<file path="src/rtl/mul_div_unit_pkg.sv">
// Shared definitions for the iterative multiply/divide engine.
//   - mdu_op_e    : operation encodings as driven on op_i
//   - mdu_state_e : sequencer state encodings
//   - RST_LVL     : level of rst that resets the engine (active-low)
//   - op helpers  : decode of the divide / signed bits of an op
package mul_div_unit_pkg;

  typedef enum logic [1:0] {
    MDU_MULTU = 2'b00,
    MDU_MULT  = 2'b01,
    MDU_DIVU  = 2'b10,
    MDU_DIV   = 2'b11
  } mdu_op_e;

  typedef enum logic [2:0] {
    MDU_IDLE  = 3'd0,
    MDU_PREP  = 3'd1,
    MDU_CALC  = 3'd2,
    MDU_FIXUP = 3'd3,
    MDU_DONE  = 3'd4
  } mdu_state_e;

  localparam logic RST_LVL = 1'b0;

  function automatic logic op_is_div(input mdu_op_e op);
    return op[1];
  endfunction

  function automatic logic op_is_signed(input mdu_op_e op);
    return op[0];
  endfunction

endpackage

</file>
<file path="src/rtl/mul_div_unit_mdu_step.sv">
// mdu_step: one combinational iteration of the multiply/divide datapath.
// Ports:
//   part_i    [2W] : partial value; multiply {acc_hi, multiplier bits},
//                    divide {remainder, dividend/quotient bits}
//   operand_i [W]  : multiplicand (multiply) or divisor (divide)
//   is_div_i       : 1 = restoring-divide step, 0 = shift-add step
//   part_o    [2W] : next partial value (bit 0 is 0 on divide steps)
//   q_o            : quotient bit produced by a divide step (0 on multiply)
module mdu_step #(
  parameter int WIDTH = 32
) (
  input  logic [2*WIDTH-1:0] part_i,
  input  logic [WIDTH-1:0]   operand_i,
  input  logic               is_div_i,
  output logic [2*WIDTH-1:0] part_o,
  output logic               q_o
);

  logic [WIDTH:0]   w_rem_sh;
  logic [WIDTH-1:0] w_diff;
  logic [WIDTH:0]   w_sum;

  always_comb begin
    // Remainder shifted left with the next dividend bit brought down.
    w_rem_sh = {part_i[2*WIDTH-1:WIDTH], part_i[WIDTH-1]};
    // When the subtraction succeeds the true difference is below the
    // divisor, so the low WIDTH bits of the modular result are exact.
    w_diff   = w_rem_sh[WIDTH-1:0] - operand_i;
    w_sum    = {1'b0, part_i[2*WIDTH-1:WIDTH]}
             + (part_i[0] ? {1'b0, operand_i} : {(WIDTH+1){1'b0}});
    part_o   = '0;
    q_o      = 1'b0;
    if (is_div_i) begin
      q_o    = (w_rem_sh >= {1'b0, operand_i});
      part_o = {(q_o ? w_diff : w_rem_sh[WIDTH-1:0]), part_i[WIDTH-2:0], 1'b0};
    end else begin
      part_o = {w_sum, part_i[WIDTH-1:1]};
    end
  end

endmodule

</file>
<file path="src/rtl/mul_div_unit.sv">
// mul_div_unit: iterative MULTU/MULT/DIVU/DIV engine for the EX stage.
// Sequence IDLE -> PREP -> CALC (WIDTH cycles) -> FIXUP -> DONE -> IDLE.
// Optional build macro MDU_FAST_MULT_EN: multiplies skip CALC and use one
// registered native multiply in PREP (done in cycle 3); divides unchanged.
// Ports:
//   clk, rst          : clock, synchronous active-low reset
//   start_i, op_i     : request and op (00 MULTU, 01 MULT, 10 DIVU, 11 DIV)
//   opa_i, opb_i      : multiplicand/dividend, multiplier/divisor
//   annul_i           : abort current operation, back to IDLE
//   stall_req_o       : EX stall request, drops in the DONE cycle
//   busy_o            : engine not IDLE
//   done_o            : one-cycle result-valid pulse
//   hi_o, lo_o        : product hi/lo, or remainder/quotient
//   div_zero_o        : last divide had a zero divisor
module mul_div_unit
  import mul_div_unit_pkg::*;
#(
  parameter int WIDTH = 32,
  parameter int CNT_W = 6
) (
  input  logic             clk,
  input  logic             rst,
  input  logic             start_i,
  input  logic [1:0]       op_i,
  input  logic [WIDTH-1:0] opa_i,
  input  logic [WIDTH-1:0] opb_i,
  input  logic             annul_i,
  output logic             stall_req_o,
  output logic             busy_o,
  output logic             done_o,
  output logic [WIDTH-1:0] hi_o,
  output logic [WIDTH-1:0] lo_o,
  output logic             div_zero_o
);

  function automatic logic [WIDTH-1:0] abs_w(input logic signed [WIDTH-1:0] v,
                                             input logic en);
    logic [WIDTH-1:0] u;
    u = v;
    // MIN maps onto itself, which is the correct unsigned magnitude.
    return (en && v < 0) ? (~u + 1'b1) : u;
  endfunction

  function automatic logic [WIDTH-1:0] neg_w(input logic [WIDTH-1:0] v,
                                             input logic en);
    return en ? (~v + 1'b1) : v;
  endfunction

  function automatic logic [2*WIDTH-1:0] neg_2w(input logic [2*WIDTH-1:0] v,
                                                input logic en);
    return en ? (~v + 1'b1) : v;
  endfunction

  mdu_state_e         r_state, w_nxt;
  logic [CNT_W-1:0]   r_cnt;
  mdu_op_e            r_op;
  logic [WIDTH-1:0]   r_opa, r_opb, r_opd;
  logic [2*WIDTH-1:0] r_acc;
  logic               r_neg_lo, r_neg_hi;

  logic               w_is_div, w_is_signed, w_div_zero;
  logic [WIDTH-1:0]   w_abs_a, w_abs_b;
  logic [2*WIDTH-1:0] w_step_part;
  logic               w_step_q;
  logic [WIDTH-1:0]   w_fix_hi, w_fix_lo;

  assign w_is_div    = op_is_div(r_op);
  assign w_is_signed = op_is_signed(r_op);
  assign w_div_zero  = w_is_div && (r_opb == '0);
  assign w_abs_a     = abs_w(r_opa, w_is_signed);
  assign w_abs_b     = abs_w(r_opb, w_is_signed);

  assign busy_o      = (r_state != MDU_IDLE);
  assign done_o      = (r_state == MDU_DONE);
  assign stall_req_o = ((r_state == MDU_IDLE) && start_i)
                    || ((r_state != MDU_IDLE) && (r_state != MDU_DONE));

  mdu_step #(.WIDTH(WIDTH)) u_step (
    .part_i    (r_acc),
    .operand_i (r_opd),
    .is_div_i  (w_is_div),
    .part_o    (w_step_part),
    .q_o       (w_step_q)
  );

  always_comb begin
    w_fix_hi = '0;
    w_fix_lo = '0;
    if (w_is_div) begin
      w_fix_lo = neg_w(r_acc[WIDTH-1:0], r_neg_lo);
      w_fix_hi = neg_w(r_acc[2*WIDTH-1:WIDTH], r_neg_hi);
    end else begin
      {w_fix_hi, w_fix_lo} = neg_2w(r_acc, r_neg_lo);
    end
  end

  always_comb begin
    w_nxt = r_state;
    case (r_state)
      MDU_IDLE:  if (start_i) w_nxt = MDU_PREP;
      MDU_PREP: begin
        if (w_div_zero) begin
          w_nxt = MDU_DONE;
        end else begin
`ifdef MDU_FAST_MULT_EN
          w_nxt = w_is_div ? MDU_CALC : MDU_FIXUP;
`else
          w_nxt = MDU_CALC;
`endif
        end
      end
      MDU_CALC:  if (r_cnt == CNT_W'(WIDTH-1)) w_nxt = MDU_FIXUP;
      MDU_FIXUP: w_nxt = MDU_DONE;
      MDU_DONE:  w_nxt = MDU_IDLE;
      default:   w_nxt = MDU_IDLE;
    endcase
    // Abort wins over everything, including a start in IDLE.
    if (annul_i) w_nxt = MDU_IDLE;
  end

  // Control: state and iteration counter
  always_ff @(posedge clk) begin
    if (rst == RST_LVL) begin
      r_state <= MDU_IDLE;
      r_cnt   <= '0;
    end else begin
      r_state <= w_nxt;
      if (r_state == MDU_PREP)      r_cnt <= '0;
      else if (r_state == MDU_CALC) r_cnt <= r_cnt + 1'b1;
    end
  end

  // Datapath: operand capture, magnitude/sign prep, iteration
  always_ff @(posedge clk) begin
    case (r_state)
      MDU_IDLE: begin
        if (start_i) begin
          r_op  <= mdu_op_e'(op_i);
          r_opa <= opa_i;
          r_opb <= opb_i;
        end
      end
      MDU_PREP: begin
        r_neg_lo <= w_is_signed && (r_opa[WIDTH-1] ^ r_opb[WIDTH-1]);
        r_neg_hi <= w_is_signed && r_opa[WIDTH-1];
        if (w_is_div) begin
          r_opd <= w_abs_b;
          r_acc <= {{WIDTH{1'b0}}, w_abs_a};
        end else begin
`ifdef MDU_FAST_MULT_EN
          r_acc <= {{WIDTH{1'b0}}, w_abs_a} * {{WIDTH{1'b0}}, w_abs_b};
`else
          r_opd <= w_abs_a;
          r_acc <= {{WIDTH{1'b0}}, w_abs_b};
`endif
        end
      end
      MDU_CALC: r_acc <= w_step_part | {{(2*WIDTH-1){1'b0}}, w_step_q};
      default: ;
    endcase
  end

  // Result registers: loaded on entry to DONE, held otherwise
  always_ff @(posedge clk) begin
    if (rst == RST_LVL) begin
      hi_o       <= '0;
      lo_o       <= '0;
      div_zero_o <= 1'b0;
    end else if (!annul_i) begin
      if ((r_state == MDU_PREP) && w_div_zero) begin
        hi_o       <= r_opa;
        lo_o       <= '1;
        div_zero_o <= 1'b1;
      end else if (r_state == MDU_FIXUP) begin
        hi_o <= w_fix_hi;
        lo_o <= w_fix_lo;
        if (w_is_div) div_zero_o <= 1'b0;
      end
    end
  end

endmodule

</file>
<file path="config.mk">
export PLATFORM = sky130hd
export DESIGN_NAME = mul_div_unit
export DESIGN_NICKNAME = d
export VERILOG_FILES = /design/src/rtl/mul_div_unit_pkg.sv /design/src/rtl/mul_div_unit_mdu_step.sv /design/src/rtl/mul_div_unit.sv
export SDC_FILE = /design/constraint.sdc
export NUM_CORES = 1
export LEC_CHECK = 0
export CAP_MARGIN = 25
export CORE_MARGIN = 2
export CORE_UTILIZATION = 60
export DETAILED_ROUTE_END_ITERATION = 7
export GPL_ROUTABILITY_DRIVEN = 0
export GPL_TIMING_DRIVEN = 0
export PLACE_DENSITY = 0.82
export SLEW_MARGIN = 20
export SYNTH_ARGS = -nofsm -noshare
export SYNTH_HDL_FRONTEND = slang
export SYNTH_SLANG_ARGS = --single-unit
</file>
<file path="constraint.sdc">
create_clock -name clk -period 6.8 [get_ports clk]
set_input_delay 1.36 -clock clk [delete_from_list [all_inputs] [get_ports clk]]
set_output_delay 1.36 -clock clk [all_outputs]
set_load 0.03 [all_outputs]
</file>
==> implementation parameters, run 1 <==
Parameter                              Value

Cells and area
  Final std cell area, no fill    19,300 µm²
  Area Overhead vs Synth    16.5%
  Non-Filler Instances    ~2,300
  Net count of the finished layout    roughly 2,100
  Share of post-route cells with drive strength above 1    6.96%
  Utilization of the core after routing    71.3%
  Count of antenna diodes in the layout    0

Critical path
  Launching element type of the critical path    flop
  Kind of cell with the highest combined delay on the critical path    simple AND/OR/NAND/NOR gates
  Crit-path max FO    10
  Critical path buffers and inverters    4
  Register-to-register path setup slack    between 1500 and 2000 ps
  Last element of the critical path    hi_o[30]
  Critical path required time    ~7300 ps
  Arrival time of the worst setup path    5370 ps
  Worst-path cell with the longest stage delay    buf_1
  Cell count of the worst reg-to-reg path    13
  Worst reg2reg path startpoint    r_acc[0]
  Kind of end point of the critical path    flop
  Critical register-to-register path endpoint    hi_o[30]
  Delay of the slowest critical-path stage    around 680 ps
  Chain of cells forming the critical path    inv_1 > buf_1 > ha_1 > or3b_2 > clkbuf_1 > nor4_1 > nand4_1 > nand2_1 > clkbuf_1 > a21boi_0 > xnor2_1 > nand2_1 > a21oi_1
  Beginning of the critical path    r_acc[0]
  Logic depth of the worst setup path including buffers    13
  Setup Crit Path Kind    reg -> reg

Worst hold path
  Type of the tightest min-delay check    reg -> reg
  Number of cells on the worst hold path    2

Clocking
  Clock tree from TritonCTS    yes
  Total setup buffers inserted after CTS    0
  Library cell used as clock root buffer    clkbuf_16
  Clock slew at the register clock pins of the worst setup and hold paths    60 ps
  TritonCTS Sinks    between 200 and 250
  Clock Latency Late Sink    between 500 and 600 ps
  Number of levels the H-tree was split into    1
  Hold-fix buffers, CTS    0
  TritonCTS Buffers    25
  Number of buffers between clock root and the deepest sink    3
  Number of gates resized after CTS    0

Outcome
  Status    finished, final reports clean

GRT
  First-pass GRT wire length    about 87 mm
  Total global routing overflow    0
  Initial antenna violation count    0
  Maximum number of pins on one net before global-route repair    50
  Number of global-route vias before repair    roughly 16,000
  Aggregate global-route resource usage    approximately 39%

Die
  Chip height    roughly 170 µm
  Core region area    approximately 27,000 µm²
  Number of placement rows    60
  I/O pin cnt    ~140
  Initial cell density of the core    between 60% and 70%
  Overall die area    ~29,000 µm²
  Overall die width    between 150 and 200 µm

Timing
  Hold slack final    between 400 and 500 ps
  Final-report max-slew violation count    0
  Crit share post-route    a little under three quarters
  Smallest setup slack after layout    about 1900 ps
  Final Hold Fails    0
  Actual slew at the worst max-slew pin    ~1100 ps
  Setup Total Neg Slack    0 ps
  Worst slew margin relative to its limit    about a quarter
  Max Fclk    204 MHz
  Post-layout min period    4890 ps
  Post-Route Skew    ~19 ps
  Total setup violations reported at the end of the flow    0
  RSZ-0062 raised after global routing    no

Power
  Power Total    3.82 mW
  LEAKAGE    7.25 nW
  Power per Cell Area    slightly below 200 nW/µm²
  IR Drop Worst-Case VDD    0.000238 V

Detailed routing
  Final routed wirelength across all metal layers    ~58 mm
  Routed length per placed instance    around 25 µm
  Average via count per standard cell    7.00
  Routed Antenna Nets    0
  Total via count in the routed design    between 15,000 and 20,000
  DRC violation count after routing    0
  Violation count after the first detailed-route iteration    roughly 3,000
  Total iterations of the first detailed-routing run    6

Run
  MaxCap Viol Count    0

Placed design
  Instance count after placement with tap cells included    2,278
  Post-DP HPWL    approximately 44 mm
  # port buffers    roughly 140
  Post-Place Cell Area    about 18,000 µm²
  Post-placement setup slack    2290 ps

Synthesis
  Top-count cell post-synth    nor2_1
  Netlist area before placement    roughly 17,000 µm²
  Count of state elements after synthesis    238
  Most instantiated flip-flop cell in the synthesis netlist    edfxtp_1
  Sequential cell area fraction in the yosys report    between 30 and 40%
  Warnings, synthesis    0
  Avg Inst Size Synth    just over 9 µm²
  Number of enable-type register cells in the synthesized netlist    between 150 and 200
  Leading post-synthesis cells by instance count    nor2_1 (226), edfxtp_1 (164), nand2_1 (140)
  Cell type with the highest aggregate area in the netlist    edfxtp_1
  Syn Nets    between 1,500 and 2,000
  Post-synthesis cell count    ~1,800
  Synth top area share    between 20 and 30%
  Count of unique library cells instantiated by Yosys    79
  Cell types occupying the most area after synthesis    edfxtp_1 (30%), dfxtp_1 (9.0%), ha_1 (5.2%), nor2_1 (5.1%), xor2_1 (4.8%)
  Post-synth ARST share    0%
-- layout make-up --
| class | count | area [µm²] |
|---|---|---|
| Buffer | 94 | 384 |
| Clock buffer | 35 | 723 |
| Clock inverter | 11 | 123 |
| Fill cell | 2009 | 7760 |
| Inverter | 67 | 251 |
| Multi-Input combinational cell | 1399 | 9520 |
| Sequential cell | 238 | 6410 |
| Tap cell | 341 | 427 |
| Timing Repair Buffer | 140 | 1440 |
-- cells by family (layout without fill, tap and decap cells) --
| kind of cell | count (synthesis) | in the layout | synth area share [%] |
|---|---|---|---|
| simple gates | 616 | 616 | 18.0 |
| buf+inv | 161 | 347 | 3.84 |
| mux | 52 | 52 | 5.58 |
| fa+ha+maj | 71 | 71 | 5.46 |
| xor+xnor | 173 | 173 | 9.16 |
| compound gates | 487 | 487 | 19.3 |
| flops | 238 | 238 | 38.7 |
-- cells in the final DEF (no fill, tap or decap), types with 64 or more instances in the layout --
cell type and count:
clkbuf_1 69, clkdlybuf4s50_1 136, nand2_1 139, edfxtp_1 164, inv_1 64, dfxtp_1 74
nor2_1 225, xor2_1 90, xnor2_1 83, a21oi_1 137, o21ai_0 97, ha_1 69
-- where the power goes --
part | internal, mW | total, mW | switching, mW | leakage [nW]
clock | 0.822 | 1.42 | 0.600 | 0.417
sequential | 1.62 | 1.70 | 0.0814 | 2.14
combinational | 0.280 | 0.693 | 0.413 | 4.69
total | 2.72 | 3.82 | 1.09 | 7.25
-- per-layer routing --
layer	share of wire (%)	wire length (µm)	GRT usage (%)	vias to the layer above
met5	0	0	0	-
met2	42	24100	58.2	1359
met4	7.4	4250	22.6	0
met1	36	20800	50.8	7580
met3	15	8470	12.7	322
li1	-	-	-	7024
-- worst min-delay path by stage --
stage	startpoint	endpoint	slack (ps)
floorplan	r_cnt[1]	r_cnt[1]	470
global placement	hi_o[0]	hi_o[0]	450
detailed placement	hi_o[29]	hi_o[29]	470
CTS	div_zero_o	div_zero_o	480
global route	hi_o[0]	hi_o[0]	510
finish	hi_o[0]	hi_o[0]	490
-- worst min-delay path: cells and delay by family (launching register included) --
kind               cells  cell delay [ps]
and+or+nand+nor        1               60
AOI/OAI and AO/OA      1               60
DFF                    1              320
-- sequential cells by signal, indices dropped and copies added, names as in the netlist --
register,count
r_neg_lo,1
r_neg_hi,1
r_opa,32
r_cnt,6
r_opb,32
lo_o,32
r_opd,32
r_op,2
div_zero_o,1
r_state,3
r_acc,64
hi_o,32
Note: power is estimated with default switching activity, not from simulation.
==> run 2, diff against run 1 <==
- clock period: 6.8 -> 4.96 ns (I/O delays scaled with it)
==> implementation parameters, run 2 (synthesized netlist as in run 1, its figures left out) <==
Parameter                              Value

Power
  Total net switching power    1.50 mW (was 1.09 mW)
  LEAKAGE    7.24 nW (was 7.25 nW)
  Fraction of power consumed by combinational cells    18.5% (was 18.1%)
  Sw Share    29.0% (was 28.6%)
  Power per Cell Area    268 nW/µm² (was 198 nW/µm²)
  Relative contribution of sequential cells to total power    45.3% (was 44.6%)
  IR Drop Worst-Case VDD    0.000266 V (was 0.000238 V)
  Internal power component    3.66 mW (was 2.72 mW)
  Relative contribution of the clock network to total power    36.2% (was 37.2%)

Clocking
  Clock Latency Late Sink    550 ps (about the same)
  Number of gates resized after CTS    0 (unchanged)
  TritonCTS Sinks    238 (unchanged)
  TritonCTS Buffers    25 (unchanged)
  Clock tree from TritonCTS    yes (unchanged)
  Library cell used as clock root buffer    clkbuf_16 (unchanged)
  Number of buffers between clock root and the deepest sink    3 (unchanged)
  Number of levels the H-tree was split into    1 (unchanged)
  Hold-fix buffers, CTS    0 (unchanged)
  Clock slew at the register clock pins of the worst setup and hold paths    60 ps (about the same)
  Total setup buffers inserted after CTS    0 (unchanged)

Timing
  Worst slew margin relative to its limit    33.2% (was 24.0%)
  Final Hold Fails    0 (unchanged)
  Final-report max-slew violation count    0 (unchanged)
  Post-layout min period    4630 ps (was 4890 ps)
  Post-Route Skew    18.3 ps (was 19.0 ps)
  Crit share post-route    93.3% (was 72.0%)
  Actual slew at the worst max-slew pin    998 ps (was 1140 ps)
  Setup Total Neg Slack    0 ps (unchanged)
  RSZ-0062 raised after global routing    no (unchanged)
  Max Fclk    216 MHz (was 204 MHz)
  Smallest setup slack after layout    330 ps (was 1910 ps)
  Total setup violations reported at the end of the flow    0 (unchanged)

Die
  Initial cell density of the core    61.2% (unchanged)
  I/O pin cnt    138 (unchanged)
  Number of placement rows    60 (unchanged)
  Overall die area    28,900 µm² (unchanged)
  Core region area    27,000 µm² (unchanged)
  Overall die width    170 µm (unchanged)
  Chip height    170 µm (unchanged)

Placed design
  # port buffers    136 (unchanged)
  Post-DP HPWL    44.0 mm (about the same)
  Post-placement setup slack    521 ps (was 2290 ps)
  Instance count after placement with tap cells included    2,278 (unchanged)

Cells and area
  Share of post-route cells with drive strength above 1    7.00% (was 6.96%)
  # fillers    2,043 (was 2,009)
  Net count of the finished layout    2,107 (was 2,106)
  Max reg flops    64 (unchanged)
  Area Overhead vs Synth    16.3% (was 16.5%)
  Non-Filler Instances    2,326 (was 2,325)
  Count of antenna diodes in the layout    0 (unchanged)
  Register bank with the most flops    r_acc (unchanged)
  Most used cells in the layout excluding fill and tap cells    nor2_1 (224), edfxtp_1 (164), nand2_1 (139), a21oi_1 (137), clkdlybuf4s50_1 (136) (was nor2_1 (225), edfxtp_1 (164), nand2_1 (139), a21oi_1 (137), clkdlybuf4s50_1 (136))
  Utilization of the core after routing    71.2% (was 71.3%)
  Commonest non-fill, non-tap cell in the layout    nor2_1 (unchanged)

GRT
  Maximum number of pins on one net before global-route repair    41 (was 50)
  Initial antenna violation count    1 (was 0)
  Number of global-route vias before repair    15,292 (was 15,555)
  Total global routing overflow    0 (unchanged)
  Aggregate global-route resource usage    39.4% (was 39.3%)
  First-pass GRT wire length    86.9 mm (was 87.1 mm)

Critical path
  Kind of end point of the critical path    flop (unchanged)
  Worst reg2reg path startpoint    r_acc[0] (unchanged)
  Critical path required time    5440 ps (was 7270 ps)
  Cell count of the worst reg-to-reg path    13 (unchanged)
  Arrival time of the worst setup path    5110 ps (was 5370 ps)
  Setup Crit Path Kind    reg -> reg (unchanged)
  Register-to-register path setup slack    330 ps (was 1910 ps)
  Critical register-to-register path endpoint    hi_o[30] (unchanged)
  Crit-path max FO    10 (unchanged)
  Launching element type of the critical path    flop (unchanged)

Worst hold path
  Number of cells on the worst hold path    2 (unchanged)
  Worst hold endpoint    hi_o[0] (unchanged)
  Type of the tightest min-delay check    reg -> reg (unchanged)
  Hold wc startpoint    hi_o[0] (unchanged)

Detailed routing
  Total via count in the routed design    16,131 (was 16,285)
  Final routed wirelength across all metal layers    57.8 mm (was 57.6 mm)
  Routed Antenna Nets    0 (unchanged)
  Violation count after the first detailed-route iteration    2,488 (was 2,989)
  Average via count per standard cell    6.94 (was 7.00)
  DRC violation count after routing    0 (unchanged)
  Total iterations of the first detailed-routing run    6 (unchanged)
  Routed length per placed instance    24.8 µm (about the same)

Run
  MaxCap Viol Count    0 (unchanged)

Outcome
  Status    finished, final reports clean (unchanged)
## run 2: cell count changes in the layout (fill, tap and decap cells not counted), sizes merged
cell      change
buf           +1
inv           -1
clkbuf        +2
clkinvlp      -1
bufinv        -2
clkinv        +2
## run 2: worst max path at each step
stage,from,endpoint,slack (ps),cells past startpoint
6_report,r_acc[0],hi_o[30],330,13
2_1_floorplan,r_state[0],stall_req_o,750,4
5_1_grt,r_acc[0],hi_o[30],100,13
3_5_place_dp,r_acc[0],r_acc[61],520,13
4_1_cts,r_acc[0],r_acc[61],480,13
3_3_place_gp,start_i,stall_req_o,-820,5
## run 2: power groups by stage
stage / clock network, mW / logic [mW] / registers, mW
3_5_place_dp: 0 / 0.906 / 2.37
4_1_cts: 1.84 / 0.913 / 2.33
2_1_floorplan: 0 / 0.620 / 2.33
5_1_grt: 1.94 / 1.01 / 2.34
6_report: 1.87 / 0.952 / 2.34
3_3_place_gp: 0 / 0.869 / 2.37
## run 2: final cells by class
| type | instances | area (µm²) | area share, % |
|---|---|---|---|
| Multi-Input combinational cell | 1399 | 9520 | 49.5 |
| Sequential cell | 238 | 6410 | 33.3 |
| Timing Repair Buffer | 141 | 1450 | 7.52 |
| Clock buffer | 37 | 752 | 3.91 |
| Tap cell | 341 | 427 | 2.22 |
| Buffer | 94 | 384 | 2.00 |
| Inverter | 67 | 251 | 1.31 |
| Clock inverter | 9 | 52.6 | 0.273 |
## run 2: layer usage
| layer | up-vias | part of all wire (%) | global-route usage, % |
|---|---|---|---|
| met5 | - | 0.022 | 0 |
| met4 | 2 | 7.2 | 23.6 |
| met3 | 306 | 15 | 13.0 |
| met2 | 1313 | 42 | 57.8 |
| met1 | 7497 | 36 | 50.6 |
| li1 | 7013 | - | - |
## run 2: critical path, cell delays in order, from the launching register on
cell and delay [ps]:
edfxtp_1 480, inv_1 260, buf_1 580, ha_1 280, or3b_2 440, clkbuf_1 170
nor4_1 520, nand4_1 320, nand2_1 250, clkbuf_1 390, a21boi_0 450, xnor2_1 170
nand2_1 80, a21oi_1 140
## run 2: through the flow
stage	cell area (µm²)	hold WS (ps)	power (mW)
after floorplan	16500	467	2.95
after global placement	18300	452	3.24
after detailed placement	18400	461	3.27
after CTS	19200	470	5.09
after global routing	19200	501	5.28
final	19200	469	5.16
